$ cat src/rtl/trigger_window_gate.sv
// Trigger-window gate: forwards the delayed payload while any lane of the undelayed
// stream is below threshold, plus a programmable tail of post-acquisition beats.
module trigger_window_gate #(
  parameter int WIDTH          = 128,
  parameter int SAMPLE_WIDTH   = 16,
  parameter int POST_CNT_WIDTH = 5,
  parameter int MAX_FRAME_LEN  = 256
) (
  input  logic                             CLK,
  input  logic                             RESETN,
  input  logic signed [SAMPLE_WIDTH-1:0]   THRESHOLD,
  input  logic        [POST_CNT_WIDTH-1:0] POST_ACQ,
  input  logic                             iVALID,
  input  logic        [WIDTH-1:0]          TRIG_DIN,
  input  logic        [WIDTH-1:0]          DELAYED_DIN,
  output logic        [WIDTH-1:0]          DOUT,
  output logic                             oVALID,
  output logic                             oLAST,
  output logic        [15:0]               TRIG_CNT
);

  localparam int LANES = WIDTH / SAMPLE_WIDTH;
  localparam int FCW   = $clog2(MAX_FRAME_LEN + 1);

  typedef enum logic [1:0] {IDLE, ACQ, POST} state_t;

  state_t                          state_reg;
  logic signed [SAMPLE_WIDTH-1:0]  thr_reg;
  logic        [POST_CNT_WIDTH-1:0] post_acq_reg;
  logic        [POST_CNT_WIDTH-1:0] post_cnt_reg;
  logic        [FCW-1:0]           frame_cnt_reg;
  logic        [WIDTH-1:0]         dout_reg;
  logic                            ovalid_reg;
  logic                            olast_reg;
  logic        [15:0]              trig_cnt_reg;

  logic [LANES-1:0] lt_live;
  logic [LANES-1:0] lt_lat;
  logic             hit_live;
  logic             hit_lat;
  logic [FCW-1:0]   frame_next;
  logic             frame_full;

  // IDLE compares against the live threshold, an open frame against the latched one
  for (genvar gi = 0; gi < LANES; gi++) begin : g_lane
    logic signed [SAMPLE_WIDTH-1:0] sample;
    assign sample      = TRIG_DIN[gi*SAMPLE_WIDTH +: SAMPLE_WIDTH];
    assign lt_live[gi] = sample < THRESHOLD;
    assign lt_lat[gi]  = sample < thr_reg;
  end

  assign hit_live   = iVALID & (|lt_live);
  assign hit_lat    = iVALID & (|lt_lat);
  assign frame_next = frame_cnt_reg + FCW'(1);
  assign frame_full = (frame_next == FCW'(MAX_FRAME_LEN));

  // post_cnt_reg counts trailing non-hit beats already gated in the current tail
  always_ff @(posedge CLK or negedge RESETN) begin
    if (!RESETN) begin
      state_reg     <= IDLE;
      thr_reg       <= '0;
      post_acq_reg  <= '0;
      post_cnt_reg  <= '0;
      frame_cnt_reg <= '0;
      dout_reg      <= '0;
      ovalid_reg    <= 1'b0;
      olast_reg     <= 1'b0;
      trig_cnt_reg  <= '0;
    end else begin
      ovalid_reg <= 1'b0;
      olast_reg  <= 1'b0;
      if (iVALID) begin
        unique case (state_reg)
          IDLE: begin
            thr_reg      <= THRESHOLD;
            post_acq_reg <= POST_ACQ;
            if (hit_live) begin
              state_reg     <= ACQ;
              dout_reg      <= DELAYED_DIN;
              ovalid_reg    <= 1'b1;
              frame_cnt_reg <= FCW'(1);
              post_cnt_reg  <= '0;
              if (trig_cnt_reg != 16'hFFFF)
                trig_cnt_reg <= trig_cnt_reg + 16'd1;
            end
          end
          ACQ, POST: begin
            dout_reg      <= DELAYED_DIN;
            ovalid_reg    <= 1'b1;
            frame_cnt_reg <= frame_next;
            if (frame_full) begin
              state_reg     <= IDLE;
              olast_reg     <= 1'b1;
              post_cnt_reg  <= '0;
              frame_cnt_reg <= '0;
            end else if (hit_lat) begin
              state_reg    <= ACQ;
              post_cnt_reg <= '0;
            end else if ((state_reg == ACQ && post_acq_reg == '0) ||
                         (state_reg == POST && post_cnt_reg == post_acq_reg)) begin
              state_reg     <= IDLE;
              olast_reg     <= 1'b1;
              post_cnt_reg  <= '0;
              frame_cnt_reg <= '0;
            end else if (state_reg == ACQ) begin
              state_reg    <= POST;
              post_cnt_reg <= POST_CNT_WIDTH'(1);
            end else begin
              post_cnt_reg <= post_cnt_reg + POST_CNT_WIDTH'(1);
            end
          end
          default: state_reg <= IDLE;
        endcase
      end
    end
  end

  assign DOUT     = dout_reg;
  assign oVALID   = ovalid_reg;
  assign oLAST    = olast_reg;
  assign TRIG_CNT = trig_cnt_reg;

endmodule

$ cat config.mk
export PLATFORM = sky130hd
export DESIGN_NAME = trigger_window_gate
export DESIGN_NICKNAME = d
export VERILOG_FILES = /design/src/rtl/trigger_window_gate.sv
export SDC_FILE = /design/constraint.sdc
export NUM_CORES = 1
export LEC_CHECK = 0
export ABC_AREA = 1
export CAP_MARGIN = 20
export CORE_AREA = 4 4 287 148
export CTS_BUF_LIST = sky130_fd_sc_hd__clkbuf_8
export DETAILED_ROUTE_END_ITERATION = 6
export DIE_AREA = 0 0 291 152
export DONT_BUFFER_PORTS = 1
export GPL_TIMING_DRIVEN = 0
export PLACE_DENSITY_LB_ADDON = 0.3
export SYNTH_ARGS = -nofsm -noshare
export SYNTH_HDL_FRONTEND = slang
export SYNTH_SLANG_ARGS = --single-unit
$ cat constraint.sdc
create_clock -name CLK -period 5.2 [get_ports CLK]
set_clock_uncertainty 0.1 [all_clocks]
set_input_delay 0.52 -clock CLK [delete_from_list [all_inputs] [get_ports CLK]]
set_output_delay 0.52 -clock CLK [all_outputs]
set_load 0.05 [all_outputs]
==> results.txt <==
The flow ran to the end, and the final reports show no timing, DRC or antenna violations. The number of buffers and inverters on the critical path came out at 1. The flip-flop count of the largest register after layout came out at 128. Clock-pin slew was measured on the worst setup and hold paths at 0.13 ns.

For the pin with the worst max-slew slack, the measured transition is 1.042 ns. The placeable core region is 39950 sq um. The clock net in this run drives a total of 183 sinks. The first-pass iteration count of the detailed router came out at 6. The smallest hold slack came out at 0.04273 ns.

The max-slew violation total from the final report came out at 0. Dividing the detail-routed wire length by the instance count gives 19.54 microns. The global-route total usage across every layer came out at 0.2007.

The total of max-cap violations came out at 0. Buffers placed on the I/O ports in this run total 0. Counting every net in the synthesized netlist gives 2301. Setup repair after global routing left no endpoint under its margin. The count of final hold-check violations came out at 0. The floorplan has 52 rows. The number of unique standard cell types used by synthesis came out at 26.

The clock period minus final worst setup slack is 3.126 ns. For this run the aggregate overflow at the end of global routing stands at 0. The residual DRC count came out at 0. The floorplan step set the die height to 152 microns.

The final-stage net count is 2322. The register area share after synthesis came out at 0.3400. The kind of end point of the critical path is a register.

The maximum fanout encountered on the critical timing path came out at 10. The total wire length is 45.89 mm. The leakage power came out at 7.946 nW. The relative max-transition margin is 0.3055. TritonCTS built the clock tree. The highest cell delay on the worst timing path came out at 0.46 ns. The count of fill cells added during filler insertion is 4174. The quantity of gates resized following cts came out at 0. In this run the mean area of a mapped cell was 7.593 sq um.

Setup violations remaining at the end of the flow were counted as 0. The worst setup margin came out at 2.074 ns. The area taken by flip-flops and latches came out at 4579 sq um.

Entering global routing, the biggest net connects 184 pins. The worst-case setup slack after placement is 1.582 ns. The H-tree depth came out at 4. The synthesized instance count is 1774. The routability congestion estimate from global placement came out at 0.9216. Measured along the x axis, the die boundary spans 291 microns.

The total number of yosys warnings is 0. The area share of the largest cell type after synthesis is 0.3400. The starting utilization of the core area came out at 0.3372.

The number of nets with antenna violations after detailed routing came out at 0. The area used by multi-input combinational logic is 8024 sq um. The worst setup path is launched from a register. The post-route fraction of the period consumed by the critical path came out at 0.6011.

The completed layout was analyzed and its total power is 8.237 mW. The clock latency of the later-clocked register in the worst-skew pair is 0.46 ns. The library cell used most frequently in the layout, excluding fill and tap cells, is sky130_fd_sc_hd__nand2_1. Dividing the detail-routed via count by the number of cells gives 5.028.

The first global-routing pass estimated 69.30 mm of wire. Data on the critical path arrives at its endpoint at 3.41 ns. VDD sags by at most 254.7 uV. Synthesis inferred 183 register bits. The synthesized design spends more area on one cell type than any other, namely sky130_fd_sc_hd__dfrtp_1. The cell repeated most along the worst path is sky130_fd_sc_hd__nand2_1. Relative to the synthesized area, the layout overhead comes to 8.518%. The clock passes through at most 2 buffers. Setup total negative slack on the finished layout was measured at 0 ns. In this run the clock root is driven by a sky130_fd_sc_hd__clkbuf_8.

The antenna diode count came out at 0. The number of placed I/O pins came out at 426. The total clock buffers created by CTS came out at 17. The summed instance area of the synthesized netlist is 13470 sq um. The number of global-route vias before repair came out at 11300. The slowest stage of the critical path belongs to the cell sky130_fd_sc_hd__inv_1. Walking the worst path, the cells encountered are inv_1 > ha_1 > a21oi_1 > o21ai_0 > a21oi_1 > nand2_1 > nand2_1 > nand2_1 > nand2_1 > nor2_1 > nand2_1 > nand3_1 > nand2_1 > nand3_1 > o21ai_1. Broken down by cell family, the worst path's largest delay share belongs to simple AND/OR/NAND/NOR gates. Sorting the synthesized cells by area gives the leading types as sky130_fd_sc_hd__dfrtp_1, sky130_fd_sc_hd__ha_1, sky130_fd_sc_hd__nand2_1. The path class of the tightest hold or removal check is input port to register. Derived from the worst setup path, the maximum achievable clock frequency is 319.9 MHz.

The detailed placer's ending HPWL is 37.95 mm. The total number of vias is 11810. The area of the die came out at 44230 sq um. The worst setup path is of the register to register kind. The fraction of layout cells with a size suffix above 1 is 0.04093. The number of antenna violations at the first check in global routing came out at 1. After the first detailed-routing iteration, the DRC count stood at 979.

Dividing total power by cell area gives a power density of 563.5 nW/um^2. Leaving out fill and tap cells, the most frequent cells in the layout are sky130_fd_sc_hd__nand2_1, sky130_fd_sc_hd__ha_1, sky130_fd_sc_hd__dfrtp_1, sky130_fd_sc_hd__inv_1, sky130_fd_sc_hd__a21oi_1. The required time at the worst-slack endpoint came out at 5.48 ns.
[worst paths after layout]
kind / from / endpoint / slack (ns) / cells past startpoint
max in group asynchronous: RESETN / TRIG_CNT[0] / 3.59 / 2
worst min register to register: thr_reg[14] / thr_reg[14] / 0.40 / 2
worst max-delay path: thr_reg[9] / frame_cnt_reg[7] / 2.07 / 15
worst min-delay path: DELAYED_DIN[93] / DOUT[93] / 0.04 / 2
min in group asynchronous: RESETN / DOUT[30] / 0.54 / 2
worst max register to register: thr_reg[9] / frame_cnt_reg[7] / 2.07 / 15
[synthesized netlist by cell type]
cell and number:
sky130_fd_sc_hd__buf_2 3, sky130_fd_sc_hd__buf_6 12, sky130_fd_sc_hd__clkbuf_1 7, sky130_fd_sc_hd__o22ai_1 1, sky130_fd_sc_hd__o21a_1 4, sky130_fd_sc_hd__dfrtp_1 183, sky130_fd_sc_hd__buf_4 18, sky130_fd_sc_hd__a21o_1 5
sky130_fd_sc_hd__nor2_1 84, sky130_fd_sc_hd__mux2_2 4, sky130_fd_sc_hd__inv_1 146, sky130_fd_sc_hd__xor2_1 10, sky130_fd_sc_hd__nand4_1 19, sky130_fd_sc_hd__inv_2 2, sky130_fd_sc_hd__nand3b_1 8, sky130_fd_sc_hd__o21ai_0 46
sky130_fd_sc_hd__or2_2 2, sky130_fd_sc_hd__ha_1 247, sky130_fd_sc_hd__o21ai_1 19, sky130_fd_sc_hd__nand2_1 749, sky130_fd_sc_hd__nor4_1 6, sky130_fd_sc_hd__a21oi_1 101, sky130_fd_sc_hd__o211ai_1 2, sky130_fd_sc_hd__xnor2_1 12
sky130_fd_sc_hd__nor3_1 34, sky130_fd_sc_hd__nand3_1 50
[layer usage]
metal / part of all wire / vias up / GRT usage
li1: - / 5809 / -
met1: 0.47 / 5575 / 0.2893
met2: 0.43 / 388 / 0.3014
met3: 0.085 / 32 / 0.05688
met4: 0.011 / 2 / 0.03909
met5: 0.00028 / - / 0
[where the power goes]
part / leakage, nW / switching [mW] / internal [mW]
registers: 2.28 / 2.22 / 1.96
clock network: 0.217 / 0.604 / 0.458
logic: 5.45 / 1.93 / 1.06
total: 7.95 / 4.76 / 3.48
[final cells by class]
class,instances,area share
multi-input combinational,1403,0.5489
clock buffer,17,0.01601
timing repair buffer,2,0.002568
inverter,148,0.03800
buffer,40,0.02131
sequential,183,0.3133
tap,540,0.04622
clock inverter,15,0.01370
[cell families after synthesis]
logic type      after synthesis  share of synthesized area
simple gates                952                     0.2803
fa+ha+maj                   247                     0.2294
buf+inv                     188                    0.06437
flops                       183                     0.3400
compound gates              178                    0.06827
xor+xnor                     22                    0.01430
mux                           4                   0.003344
[worst register-to-register path: cells and delay by family (launching register included)]
kind / cells / cell delay (ns)
buffers and inverters: 1 / 0.46
flip-flops: 1 / 0.39
adder cells (fa/ha/maj): 1 / 0.38
AND/OR/NAND/NOR: 9 / 1.12
AO/OA/AOI/OAI: 4 / 0.60
[stage by stage]
step | util | area, sq um | cells
global placement | 0.3541 | 14150 | 2314
CTS | 0.3659 | 14620 | 2348
detailed placement | 0.3541 | 14150 | 2314
floorplan | - | 13470 | 1774
global route | 0.3659 | 14620 | 2348
finish | 0.3659 | 14620 | 2348
[timing repair]
item                      4_1_cts  5_1_grt
setup buffers                   0        0
hold endpoints to repair      183        0
hold buffers                    2        0
No activity file was read; power rests on OpenSTA's default activity.
